--- src/rtl/mem_port_arbiter.sv ---
// mem_port_arbiter: shares one memory port between instruction fetch (F) and load/store (D).
// Round-robin arbitration, one access outstanding at a time, every output registered.
module mem_port_arbiter #(
    parameter int ADDR_W       = 32,
    parameter int DATA_W       = 32,
    parameter int READ_LATENCY = 1
) (
    input  logic              clk,
    input  logic              rst_n,

    input  logic              f_req,
    input  logic [ADDR_W-1:0] f_addr,
    output logic              f_gnt,
    output logic              f_rvalid,
    output logic [DATA_W-1:0] f_rdata,

    input  logic              d_req,
    input  logic              d_we,
    input  logic [2:0]        d_funct3,
    input  logic [ADDR_W-1:0] d_addr,
    input  logic [DATA_W-1:0] d_wdata,
    output logic              d_gnt,
    output logic              d_rvalid,
    output logic [DATA_W-1:0] d_rdata,

    output logic [ADDR_W-1:0] mem_read_address,
    output logic              mem_write_mem,
    output logic [ADDR_W-1:0] mem_write_address,
    output logic [DATA_W-1:0] mem_write_data,
    output logic [2:0]        mem_funct3,
    input  logic [DATA_W-1:0] mem_read_data
);

    typedef enum logic [1:0] {
        IDLE    = 2'd0,
        RD_WAIT = 2'd1,
        RESP    = 2'd2
    } state_e;

    localparam logic [2:0] FUNCT3_WORD = 3'b010;
    localparam logic [2:0] LAT_LOAD    = 3'(READ_LATENCY - 1);
    localparam logic       OWNER_F     = 1'b0;
    localparam logic       OWNER_D     = 1'b1;

    state_e              state_q, state_d;
    logic [2:0]          cnt_q, cnt_d;
    logic                owner_q, owner_d;
    logic                last_gnt_q, last_gnt_d;

    logic                f_gnt_q, f_gnt_d;
    logic                d_gnt_q, d_gnt_d;
    logic                f_rvalid_q, f_rvalid_d;
    logic                d_rvalid_q, d_rvalid_d;
    logic [DATA_W-1:0]   f_rdata_q, f_rdata_d;
    logic [DATA_W-1:0]   d_rdata_q, d_rdata_d;
    logic [ADDR_W-1:0]   mem_read_address_q, mem_read_address_d;
    logic                mem_write_mem_q, mem_write_mem_d;
    logic [ADDR_W-1:0]   mem_write_address_q, mem_write_address_d;
    logic [DATA_W-1:0]   mem_write_data_q, mem_write_data_d;
    logic [2:0]          mem_funct3_q, mem_funct3_d;

    logic                issue_cycle;
    logic                can_arb;
    logic                grant_f;
    logic                grant_d;
    logic                read_done;

    // The cycle a gnt is visible is the issue cycle; no new arbitration may overlap it.
    assign issue_cycle = f_gnt_q | d_gnt_q;
    assign can_arb     = (state_q == IDLE) && !issue_cycle;
    assign grant_f     = can_arb && f_req && (!d_req || (last_gnt_q == OWNER_D));
    assign grant_d     = can_arb && d_req && (!f_req || (last_gnt_q == OWNER_F));
    assign read_done   = (state_q == RD_WAIT) && !issue_cycle && (cnt_q == 3'd0);

    always_ff @(posedge clk or negedge rst_n) begin
        if (!rst_n) begin
            state_q             <= IDLE;
            cnt_q               <= 3'd0;
            owner_q             <= OWNER_F;
            last_gnt_q          <= OWNER_D;
            f_gnt_q             <= 1'b0;
            d_gnt_q             <= 1'b0;
            f_rvalid_q          <= 1'b0;
            d_rvalid_q          <= 1'b0;
            f_rdata_q           <= '0;
            d_rdata_q           <= '0;
            mem_read_address_q  <= '0;
            mem_write_mem_q     <= 1'b0;
            mem_write_address_q <= '0;
            mem_write_data_q    <= '0;
            mem_funct3_q        <= FUNCT3_WORD;
        end else begin
            state_q             <= state_d;
            cnt_q               <= cnt_d;
            owner_q             <= owner_d;
            last_gnt_q          <= last_gnt_d;
            f_gnt_q             <= f_gnt_d;
            d_gnt_q             <= d_gnt_d;
            f_rvalid_q          <= f_rvalid_d;
            d_rvalid_q          <= d_rvalid_d;
            f_rdata_q           <= f_rdata_d;
            d_rdata_q           <= d_rdata_d;
            mem_read_address_q  <= mem_read_address_d;
            mem_write_mem_q     <= mem_write_mem_d;
            mem_write_address_q <= mem_write_address_d;
            mem_write_data_q    <= mem_write_data_d;
            mem_funct3_q        <= mem_funct3_d;
        end
    end

    // The latency counter is loaded in the issue cycle, so the read data is sampled
    // exactly READ_LATENCY cycles after the address first appears on the bus.
    always_comb begin
        state_d    = state_q;
        cnt_d      = cnt_q;
        owner_d    = owner_q;
        last_gnt_d = last_gnt_q;
        case (state_q)
            IDLE: begin
                if (grant_f) begin
                    state_d    = RD_WAIT;
                    owner_d    = OWNER_F;
                    last_gnt_d = OWNER_F;
                end else if (grant_d) begin
                    owner_d    = OWNER_D;
                    last_gnt_d = OWNER_D;
                    if (!d_we) begin
                        state_d = RD_WAIT;
                    end
                end
            end
            RD_WAIT: begin
                if (issue_cycle) begin
                    cnt_d = LAT_LOAD;
                end else if (cnt_q == 3'd0) begin
                    state_d = RESP;
                end else begin
                    cnt_d = cnt_q - 3'd1;
                end
            end
            RESP: begin
                state_d = IDLE;
            end
            default: begin
                state_d = IDLE;
            end
        endcase
    end

    always_comb begin
        f_gnt_d             = 1'b0;
        d_gnt_d             = 1'b0;
        f_rvalid_d          = 1'b0;
        d_rvalid_d          = 1'b0;
        f_rdata_d           = f_rdata_q;
        d_rdata_d           = d_rdata_q;
        mem_read_address_d  = mem_read_address_q;
        mem_write_mem_d     = 1'b0;
        mem_write_address_d = mem_write_address_q;
        mem_write_data_d    = mem_write_data_q;
        mem_funct3_d        = mem_funct3_q;

        if (grant_f) begin
            f_gnt_d            = 1'b1;
            mem_read_address_d = f_addr;
            mem_funct3_d       = FUNCT3_WORD;
        end else if (grant_d) begin
            d_gnt_d      = 1'b1;
            mem_funct3_d = d_funct3;
            if (d_we) begin
                mem_write_mem_d     = 1'b1;
                mem_write_address_d = d_addr;
                mem_write_data_d    = d_wdata;
            end else begin
                mem_read_address_d = d_addr;
            end
        end

        // Only the owner's read data register is touched; the other port keeps its word.
        if (read_done) begin
            if (owner_q == OWNER_F) begin
                f_rvalid_d = 1'b1;
                f_rdata_d  = mem_read_data;
            end else begin
                d_rvalid_d = 1'b1;
                d_rdata_d  = mem_read_data;
            end
        end
    end

    assign f_gnt             = f_gnt_q;
    assign d_gnt             = d_gnt_q;
    assign f_rvalid          = f_rvalid_q;
    assign d_rvalid          = d_rvalid_q;
    assign f_rdata           = f_rdata_q;
    assign d_rdata           = d_rdata_q;
    assign mem_read_address  = mem_read_address_q;
    assign mem_write_mem     = mem_write_mem_q;
    assign mem_write_address = mem_write_address_q;
    assign mem_write_data    = mem_write_data_q;
    assign mem_funct3        = mem_funct3_q;

endmodule

--- config.mk ---
export PLATFORM = sky130hd
export DESIGN_NAME = mem_port_arbiter
export DESIGN_NICKNAME = d
export VERILOG_FILES = /design/src/rtl/mem_port_arbiter.sv
export SDC_FILE = /design/constraint.sdc
export NUM_CORES = 1
export LEC_CHECK = 0
export CAP_MARGIN = 20
export CORE_UTILIZATION = 45
export CTS_CLUSTER_SIZE = 40
export DETAILED_ROUTE_END_ITERATION = 10
export PLACE_DENSITY = 0.84
export SYNTH_ARGS = -nofsm -noshare
export SYNTH_HDL_FRONTEND = slang
export SYNTH_SLANG_ARGS = --single-unit
export TNS_END_PERCENT = 5
--- constraint.sdc ---
create_clock -name clk -period 5.5 [get_ports clk]
set_clock_uncertainty 0.1 [all_clocks]
set_input_delay 0.825 -clock clk [delete_from_list [all_inputs] [get_ports clk]]
set_output_delay 0.825 -clock clk [all_outputs]
set_load 0.02 [all_outputs]
==> results of run 1 <==
-- layout by cell type, fill, tap and decap left out, drive strengths merged, types with 2 or more instances in the layout --
cell type      Yosys  final
dfstp              2      2
clkbuf            11     22
clkdlybuf4s50      0    302
nand2b             2      2
clkinv             0      4
o22ai             32     32
inv                9     12
nor2               3      3
a21oi              2      2
a2bb2oi           32     32
ha                 2      2
a21bo              2      2
buf               16      9
dfrtp            173    173
mux2             128    128
a22o               2      2
nand2              9      9
bufinv             0      2
o21ai              5      5
-- worst max path at each step --
stage	from	end	slack, ns	cells past startpoint
after global placement	d_req	mem_write_data[19]	2.39	5
after floorplan	d_req	mem_read_address[1]	3.39	6
after CTS	d_req	mem_write_data[28]	2.73	5
after global routing	mem_funct3[1]	mem_funct3[1]	2.95	1
after detailed placement	d_req	mem_write_data[21]	2.28	5
final	mem_funct3[1]	mem_funct3[1]	2.98	1
-- kinds of logic (layout without fill, tap and decap cells) --
group / after synthesis / in the layout
flip-flops: 175 / 175
multiplexers: 128 / 128
AO/OA/AOI/OAI: 79 / 79
adder cells (fa/ha/maj): 2 / 2
AND/OR/NAND/NOR: 20 / 20
buffers and inverters: 36 / 352
-- cell type report --
cell class	count	area [µm²]	share of cell area [%]
Sequential cell	175	4380	40.7
Multi-Input combinational cell	229	2380	22.1
Clock buffer	22	494	4.60
Tap cell	184	230	2.14
Timing Repair Buffer	311	3110	29.0
Inverter	9	33.8	0.314
Clock inverter	10	125	1.16
-- routing by layer --
layer,up-vias,routed length (µm)
met3,46,1500
met5,-,0
li1,2227,-
met1,2518,7350
met2,208,9330
met4,0,690
-- where the power goes --
part,switching [mW],internal [mW]
Clock,0.507,0.736
Sequential,0.355,1.94
Combinational,1.68,1.94
-- registers in the layout, summed over array words and instances, names as in the netlist --
register	cells
f_gnt	1
f_rdata	32
d_rvalid	1
mem_write_data	32
last_gnt_q	1
f_rvalid	1
state_q	2
d_gnt	1
mem_funct3	3
owner_q	1
mem_write_mem	1
mem_read_address	32
d_rdata	32
mem_write_address	32
cnt_q	3
==> run summary, run 1 <==
The run finished with clean final reports. The critical path endpoint category is an output pin. Global routing used 28.4% of the available met1 tracks. During placement, the flow inserted port buffers numbering 303.

Synthesis produced a netlist with a net count of 578. The count of nets left with antenna violations after detail routing was 0; the number of hold violations in the final report was 0. The final-layout worst hold slack came out at 0.337 ns. For met2 alone, demand over resource in global routing was 41.4%. Peak ir drop on the vdd network: 328 µV. The proportion of synthesized chip area in sequential cells was 63.2%; the data required time at the worst endpoint was 4.58 ns. The xor and xnor fraction of the mapped netlist area was 0%. Broken down by cell family, the worst path's largest delay share belongs to buffers and inverters.

In this design, the stage delay of the slowest critical-path cell is 0.64 ns. During synthesis, Yosys emitted a total of 0 warnings. After detailed routing, the average wire length per cell comes to 20.1 µm.

After clock tree synthesis, the clock-pin slew on the worst setup and hold paths is 0.06 ns. Across the run, the number of max-cap violations was 0. The basic-gate share of the synthesized area counting and, or, nand and nor cells is 1.73%, and the data arrival time of the worst path is 1.59 ns. The area share of the leading cell type in the synthesized netlist was 62.5%. The global-route wire length before repair is 30.3 mm, and the headroom to the max-slew limit is 50.6%. For the number of setup buffers added after CTS, the log shows 0. The cell area that synthesis handed to floorplanning was 6930 µm². Kind of start point of the critical path: a register. Averaged over all synthesized cells, the footprint is 15.7 µm².

Ranked by instance count, the synthesized netlist is headed by sky130_fd_sc_hd__dfrtp_1 (173), sky130_fd_sc_hd__mux2_2 (79), sky130_fd_sc_hd__mux2_4 (49), sky130_fd_sc_hd__a2bb2oi_1 (32), sky130_fd_sc_hd__o22ai_1 (32). After synthesis, the largest family of logic cells by area is multiplexers. The total power divided by cell area is 665 nW/µm². The worst min-delay path category is primary input to async pin.

The full die area is 15900 µm², and the global placement routability congestion is 0.814. Synthesis produced 440 cells. The CTS buffer count is 17. The area growth from synthesis to layout is 55.2%. The most numerous cell in the Yosys netlist was sky130_fd_sc_hd__dfrtp_1. The logs give 982 for the count of filler cells inserted in the layout and 0 for the post-route DRC violation count.

In this run the critical register-to-register path is captured at mem_write_data[28]. The global route total overflow is 0. Vertical die dimension: 126 µm. The tools report the number of buffers on the longest clock path as 2.

The antenna diode instance count was 0; the highest clock frequency the design can meet was 0.397 GHz. The final-layout setup total negative slack is 0 ns. The detailed-router iteration count before antenna repair was 4; the number of setup violations in the final report was 0. The met3 track utilization from global routing is 8.45%, and the final layout net count is 881. The design draws 7.15 mW.

The multiplexer area fraction after synthesis is 23.5%, and the total length of routed wires is 18.9 mm. The clock reaches the later pin of the worst-skew pair after 0.42 ns. The worst slack at placement came out at 2.28 ns.

The largest fanout of any net on the critical path works out to 2. The die span in x was 126 µm; the complex-gate fraction of the synthesized area was 8.47%. TritonCTS built the clock tree.

Including well taps, the total number of placed cells is 907. The type of the worst setup path is register to output pin. For the final critical-path setup slack, the log shows 2.98 ns. In the synthesized netlist the async set-or-reset flop fraction comes to 100%.

The total vias in the final route is 4999, and the number of distinct library cells after synthesis is 32. The run gives 0 as the number of antenna violations at the first check in global routing. The worst register-to-register path begins at state_q[0].

The placed instances occupy a cell area of 10100 µm². The floorplan has 44 rows. For this design the static power due to leakage is 4.70 nW. Cells with a size suffix above 1 make up 23.8% of the layout. For this design, the slowest cell found on the critical path is sky130_fd_sc_hd__clkdlybuf4s50_1.

The I/O pin total is 304. The leading area contributor after synthesis is sky130_fd_sc_hd__dfrtp_1. The tools report the final max-slew violation count as 0. The detailed router finished its first iteration with 255 violations. The slew at the pin closest to its max-slew limit works out to 0.741 ns. For flop-to-flop paths, the worst setup slack is 3.15 ns. Entering global routing, the biggest net connects 78 pins. The clock tree root buffer cell was sky130_fd_sc_hd__clkbuf_16.

The share of synthesized cell area in full adder, half adder and majority cells was 0.361%; the initial core utilization was 47.0%. Global routing consumed, over all layers together, 24.8% of the routing resources. At the end of the flow the core is filled with cells to 72.9%.

The number of synthesized flops with an enable pin came out at 0. After synthesis, the cell types taking the most area are sky130_fd_sc_hd__dfrtp_1 (62%), sky130_fd_sc_hd__mux2_2 (13%), sky130_fd_sc_hd__mux2_4 (11%), sky130_fd_sc_hd__a2bb2oi_1 (4.0%), sky130_fd_sc_hd__o22ai_1 (2.9%). Gates resized during post-CTS repair numbered 0. The post-route clock period utilization came out at 45.8%. The total buffers and inverters traversed by the critical path was 1. Traced cell by cell, the critical path runs through clkdlybuf4s50_1. Setup repair after global routing left no endpoint under its margin. The final standard cell area without fillers was 10800 µm². met2 is the most crowded layer. The primary flip-flop cell chosen by synthesis mapping was sky130_fd_sc_hd__dfrtp_1.

The tools report the core region area as 14800 µm². The run gives 5603 as the via count of the first global-routing pass. Using the TritonRoute via totals, the vias-per-cell ratio works out to 5.32. CTS built an H-tree with a depth of 4.

The cell depth of the worst flop-to-flop path was 5; the count of hold buffers inserted by post-cts repair was 0. The wire-length estimate of the detail-placed layout is 13.3 mm. For this run, the number of standard cells in the final layout without fillers is 940.

The clock drives 175 sinks. Subtracting the final worst setup slack from the clock period gives 2.52 ns. Synthesis inferred 175 register bits.
No activity file was read; power rests on OpenSTA's default activity.
==> inputs of run 2 (changes only) <==
--- a/config.mk
+++ b/config.mk
@@ -6,10 +6,10 @@
 export NUM_CORES = 1
 export LEC_CHECK = 0
 export CAP_MARGIN = 20
-export CORE_UTILIZATION = 45
+export CORE_UTILIZATION = 38
 export CTS_CLUSTER_SIZE = 40
 export DETAILED_ROUTE_END_ITERATION = 10
-export PLACE_DENSITY = 0.84
+export PLACE_DENSITY = 0.75
 export SYNTH_ARGS = -nofsm -noshare
 export SYNTH_HDL_FRONTEND = slang
 export SYNTH_SLANG_ARGS = --single-unit
==> constraint.sdc (replaced) <==
create_clock -name clk -period 2.3 [get_ports clk]
set_clock_uncertainty 0.1 [all_clocks]
set_input_delay 0.345 -clock clk [delete_from_list [all_inputs] [get_ports clk]]
set_output_delay 0.345 -clock clk [all_outputs]
set_load 0.02 [all_outputs]
==> run summary, run 2 (same netlist as run 1, synthesis figures left out) <==
The flow ran to the end, and the final reports show no timing, DRC or antenna violations. Gates resized during post-CTS repair numbered 0. CTS built an H-tree with a depth of 4. Of the available clock period, the critical path in the final layout requires 92.0%.

The static leakage power is 4.74 nW, and the clock input transition at the sequential cells of the worst setup and hold paths is 0.07 ns. The clock tree root buffer cell was sky130_fd_sc_hd__clkbuf_16. The final-layout worst hold slack is 0.300 ns, and the I/O pin total is 304. The full die area came out at 18800 µm².

Startpoint of the most critical register-to-register path: state_q[0]. The kind of start point of the critical path was a register. The critical path starts at state_q[0]. For this run, design rule violations remaining after detail routing come to 0.

The min-delay analysis places its worst path in the category primary input to async pin. The finished cells cover 10900 µm². The library cells used most frequently in the layout, excluding fill and tap cells, are sky130_fd_sc_hd__clkdlybuf4s50_1 (302), sky130_fd_sc_hd__dfrtp_1 (173), sky130_fd_sc_hd__mux2_2 (79). The slew at the pin closest to its max-slew limit works out to 0.680 ns. For the flop-to-flop setup slack, the log shows 0.18 ns. At the end of routability-driven placement, the weighted congestion stood at 0.791. The tools report the count of filler cells inserted in the layout as 1368. The number of antenna violations at the first check in global routing is 0, and the data arrival time of the worst path is 2.31 ns.

The vertical die dimension was 137 µm. The final max-slew violation count is 0. For the number of buffers on the longest clock path, the log shows 2. The wire-length estimate of the detail-placed layout is 13.5 mm. The power consumption is 17.2 mW. Subtracting the final worst setup slack from the clock period gives 2.12 ns.

The post-route netlist has 24.4% of its cells at a drive strength greater than 1. The tools report the CTS buffer count as 17. After layout, the worst setup slack is 0.183 ns.

The clock latency on the worst-skew pair is 0.41 ns. Along the worst path, the maximum fanout reaches 35. The critical path endpoint category was a register. In the routed layout, each cell is associated on average with a via count of 5.06. 0 antenna diodes ended up in the layout.

The cell depth of the worst flop-to-flop path was 5; the number of hold violations in the final report was 0. The area overhead of the layout relative to synthesis was 57.6%. After the last flow step, the layout net total stands at 888.

In the final layout, flip-flops and latches occupy 4380 µm². After detailed placement, the total cell area comes to 10300 µm². The footprint of the multi-input gates was 2380 µm²; the total number of placement rows was 49. The worst pin sits at a relative slew slack of 54.7%. Number of violations of the max-capacitance limit: 0.

The run gives 18.9 mm as the total length of routed wires. Data required time at the worst endpoint: 2.50 ns. Number of setup violations in the final report: 0. Die span in x: 137 µm.

The tools report the global route total overflow as 0. The global-route wire length before repair was 28.7 mm. The pre-antenna-repair detailed-routing pass consisted of 6 iterations.

TritonCTS built the clock tree. The critical path in this run is classified as register to register. Once detail routing completed, the nets flagged for antenna violations numbered 0. The via count of the first global-routing pass is 5579, and the average routed wire per standard cell is 19.0 µm.

The library cell used most frequently in the layout, excluding fill and tap cells, is sky130_fd_sc_hd__clkdlybuf4s50_1. Dividing total power by cell area gives a power density of 1570 nW/µm². The core region area was 17900 µm².

Setup repair after global routing left no endpoint under its margin. Count of input and output buffers: 303. Detailed routing inserted a total of 5022 vias. The tools report the capture point of the worst reg-to-reg path as mem_write_data[22]. The total routing resource utilization after global routing is 20.1%, and the highest clock frequency the design can meet is 0.472 GHz.

IR analysis of the VDD net gives a maximum drop of 939 µV. The logs give 0 ns for the final-layout setup total negative slack and 46 for the largest net degree at the start of global routing. The clock drives 175 sinks. The initial utilization of the core area, before any placement, comes to 38.7%.

The logs give 0.0324 ns for the worst slack at placement and 172 for the starting DRC count in detailed routing.
## run 2: worst max-delay path, cell delays in order, from the launching register on
cell and delay (ns):
sky130_fd_sc_hd__dfrtp_1 0.43, sky130_fd_sc_hd__or4_4 0.62, sky130_fd_sc_hd__nor2_8 0.20, sky130_fd_sc_hd__nand2_4 0.09
sky130_fd_sc_hd__buf_12 0.19, sky130_fd_sc_hd__mux2_4 0.33
## run 2: stage by stage
stage          instances  util [%]
4_1_cts              992      61.0
2_1_floorplan        440         -
6_report             992      61.0
3_5_place_dp         959      57.6
5_1_grt              992      61.0
3_3_place_gp         959      57.6
## run 2: per-layer routing
layer  global-route usage, %  up-vias  wire [µm]  part of all wire [%]
li1                        -     2228          -                     -
met1                    22.2     2557       7100                    38
met2                    36.0      209       9940                    53
met3                    6.41       28       1500                   7.9
met4                    7.08        0        357                   1.9
met5                       0        -          0                     0
## run 2: timing repair
action / 4_1_cts / 5_1_grt
hold buffers: 1 / 0
endpoints found under the hold margin: 33 / 0
setup buffers: 0 / 0
## run 2: worst max-delay path by stage
stage / end / slack [ns] / depth (start not counted)
6_report: mem_write_data[22] / 0.18 / 5
3_3_place_gp: mem_read_address[31] / 0.11 / 5
2_1_floorplan: mem_write_address[0] / 0.26 / 6
5_1_grt: mem_write_address[18] / 0.13 / 5
3_5_place_dp: mem_read_address[29] / 0.03 / 5
4_1_cts: mem_write_address[16] / 0.18 / 5
## run 2: power breakdown
group / internal, mW / switching (mW) / total (mW)
combinational: 4.73 / 4.02 / 8.75
clock: 1.64 / 1.29 / 2.93
sequential: 4.63 / 0.876 / 5.51
## run 2: cell type report
| class | count | area share (%) |
|---|---|---|
| Inverter | 9 | 0.309 |
| Clock buffer | 17 | 3.90 |
| Timing Repair Buffer | 318 | 29.6 |
| Multi-Input combinational cell | 229 | 21.8 |
| Clock inverter | 15 | 1.63 |
| Sequential cell | 175 | 40.1 |
| Tap cell | 229 | 2.62 |
==> inputs of run 3 (changes only) <==
--- a/config.mk
+++ b/config.mk
@@ -10,6 +10,7 @@
 export CTS_CLUSTER_SIZE = 40
 export DETAILED_ROUTE_END_ITERATION = 10
 export PLACE_DENSITY = 0.75
+export RECOVER_POWER = 50
 export SYNTH_ARGS = -nofsm -noshare
 export SYNTH_HDL_FRONTEND = slang
 export SYNTH_SLANG_ARGS = --single-unit
==> run summary, run 3 (same netlist as run 1, synthesis figures left out) <==
The run finished with clean final reports. The filler cells instantiated in the layout total 1371. In the layout the commonest cells are sky130_fd_sc_hd__clkdlybuf4s50_1 (231), sky130_fd_sc_hd__dfrtp_1 (173), sky130_fd_sc_hd__mux2_2 (79). Dominant delay contributor by cell family on the critical path: simple AND/OR/NAND/NOR gates. The logs give 20.1% for the total routing resource utilization after global routing and 0 for the global route total overflow. The tools report the power share of the combinational group as 50.4%.

Die span in x: 137 µm. The clock net sink count was 175. The first TritonRoute pass finished after 6 iterations. For the total number of placement rows, the log shows 49. The logs give 959 for the number of placed instances with taps included and 18.9 mm for the total length of routed wires. 304 I/O pins were placed.

The initial utilization of the core area, before any placement, comes to 38.7%. The logs give 888 for the final layout net count and 5028 for the total vias in the final route. The detailed router finished its first iteration with 174 violations. TritonCTS built the clock tree.

Measured along the y axis, the die boundary spans 137 µm. The final max-slew violation count is 0. For this design the total switching power over the nets is 6.15 mW. The worst setup path is captured at a register. Setup violations remaining at the end of the flow were counted as 0. For the number of antenna violations at the first check in global routing, the log shows 0.

Net switching is 36.3% of the power. After detailed routing, the average wire length per cell comes to 19.0 µm. Static leakage power: 4.76 nW.

The clock passes through at most 2 buffers. Setup repair after global routing left no endpoint under its margin. Registers are responsible for 32.3% of the overall power. Of the cells placed in the final design, the portion with a size suffix greater than 1 is 24.1%.

In this run the number of H-tree levels came out at 4. Of all nets on the critical path, the largest fanout is 35. The half-perimeter wire length after detailed placement is 13.5 mm. Static timing analysis puts the maximum clock frequency at 0.475 GHz. In this design, the stage delay of the slowest critical-path cell is 0.62 ns.

In this run the power density over the cells is 1550 nW/µm². The signal on the critical path passes through or4_4, nor2_8, nand2_4, buf_12, mux2_4. The share of total power in the clock network was 17.3%; the global-route wire length before repair was 28.7 mm. The most common library cell in the layout ignoring fill and taps was sky130_fd_sc_hd__clkdlybuf4s50_1. The run gives 0 ns as the final-layout setup total negative slack. The min-delay analysis places its worst path in the category primary input to register. The area overhead of the layout relative to synthesis works out to 57.3%.

Total buffers and inverters traversed by the critical path: 1. The tools report the CTS buffer count as 17. The kind of start point of the critical path is a register.

For the worst setup path, the data required time is 2.50 ns. The run gives 17900 µm² as the core region area. The full die area came out at 18800 µm². The via count of the first global-routing pass was 5579; the data arrival time of the worst path was 2.30 ns. The count of input and output buffers came out at 303.

After clock tree synthesis, the clock-pin slew on the worst setup and hold paths is 0.07 ns. Clock tree synthesis selected as its root buffer the cell sky130_fd_sc_hd__clkbuf_16. The routed via count divided by cell count came out at 5.07. The finished layout holds 992 standard cells, fillers aside.

The run gives 0 as the antenna diode instance count. Among all stages on the critical path, the largest delay is contributed by sky130_fd_sc_hd__or4_4. Entering global routing, the biggest net connects 46 pins. The clock period minus worst slack was 2.11 ns.

The type of the worst setup path is register to register. The count of nets left with antenna violations once routing finished came out at 0. The headroom to the max-slew limit came out at 29.7%. Internal power comes to 10.8 mW. The logs give 0 for the number of hold violations in the final report and 0 for the post-route DRC violation count.

The later pin in the worst-skew pair is clocked with a latency of 0.41 ns. The post-route clock period utilization is 91.5%, and the global placement routability congestion is 0.791. In this run, post-CTS repair resized a total of 0 instances.

At the pin with the least slew margin, the transition time is 1.05 ns. The tools report the number of violations of the max-capacitance limit as 0. The run gives 903 µV as the peak ir drop on the vdd network.
run 3: cell count changes in the layout (fill, tap and decap cells not counted):
cell                              change
sky130_fd_sc_hd__buf_4                -2
sky130_fd_sc_hd__buf_6                -1
sky130_fd_sc_hd__clkbuf_2             +2
sky130_fd_sc_hd__clkbuf_4             +1
sky130_fd_sc_hd__clkdlybuf4s50_1     -71
sky130_fd_sc_hd__dlygate4sd3_1       +71
sky130_fd_sc_hd__nor4_1               +1
sky130_fd_sc_hd__nor4_2               -1
sky130_fd_sc_hd__o21ai_0              +1
sky130_fd_sc_hd__o21ai_2              -1
run 3: timing repair:
item / CTS / global route
hold endpoints to repair: 33 / 0
buffers inserted: 0 / 0
hold buffers: 1 / 0
endpoints found under the setup margin: 0 / 0
run 3: power groups by stage:
stage | Clock (mW) | Sequential, mW | Combinational, mW
6_report | 2.93 | 5.47 | 8.51
5_1_grt | 3.13 | 5.65 | 8.96
4_1_cts | 2.99 | 5.51 | 8.84
3_5_place_dp | 0 | 5.55 | 8.80
3_3_place_gp | 0 | 5.45 | 8.62
2_1_floorplan | 0 | 7.26 | 2.85
run 3: final timing paths:
check	startpoint	end	slack, ns	cells past startpoint
min reg2reg	mem_funct3[1]	mem_funct3[1]	0.38	2
min	d_funct3[1]	mem_funct3[1]	0.35	3
max reg2reg	state_q[0]	mem_write_data[22]	0.19	5
max	state_q[0]	mem_write_data[22]	0.19	5
min in group asynchronous	rst_n	mem_write_data[28]	0.55	2
max in group asynchronous	rst_n	f_rdata[3]	0.37	3
run 3: through the flow:
step | util, % | hold WS (ns) | area [µm²] | worst slack (ns) | total power, mW
after detailed placement | 57.6 | 0.181 | 10300 | 0.0324 | 14.3
after floorplan | - | -0.0506 | 6930 | 0.262 | 10.1
after global placement | 57.6 | 0.182 | 10300 | 0.112 | 14.1
final | 60.9 | 0.349 | 10900 | 0.194 | 16.9
after global routing | 60.9 | 0.358 | 10900 | 0.114 | 17.7
after CTS | 61.0 | 0.302 | 10900 | 0.185 | 17.3
run 3: final cells by class:
cell class	count	area [µm²]	share of cell area [%]
clock inverter	15	178	1.63
clock buffer	17	425	3.90
timing repair buffer	318	3230	29.6
multi-input combinational	229	2370	21.7
inverter	9	33.8	0.310
sequential	175	4380	40.2
tap	229	287	2.63
run 3: worst register-to-register path, stage by stage (launching register included):
cell,delay (ns)
sky130_fd_sc_hd__dfrtp_1,0.42
sky130_fd_sc_hd__or4_4,0.62
sky130_fd_sc_hd__nor2_8,0.20
sky130_fd_sc_hd__nand2_4,0.09
sky130_fd_sc_hd__buf_12,0.19
sky130_fd_sc_hd__mux2_4,0.37
run 3: layer usage:
metal	GRT usage (%)	share of wire (%)	vias to the layer above
met1	22.2	38	2576
met5	0	0	-
met4	7.08	1.8	0
met3	6.41	7.7	26
met2	36.0	53	196
li1	-	-	2230
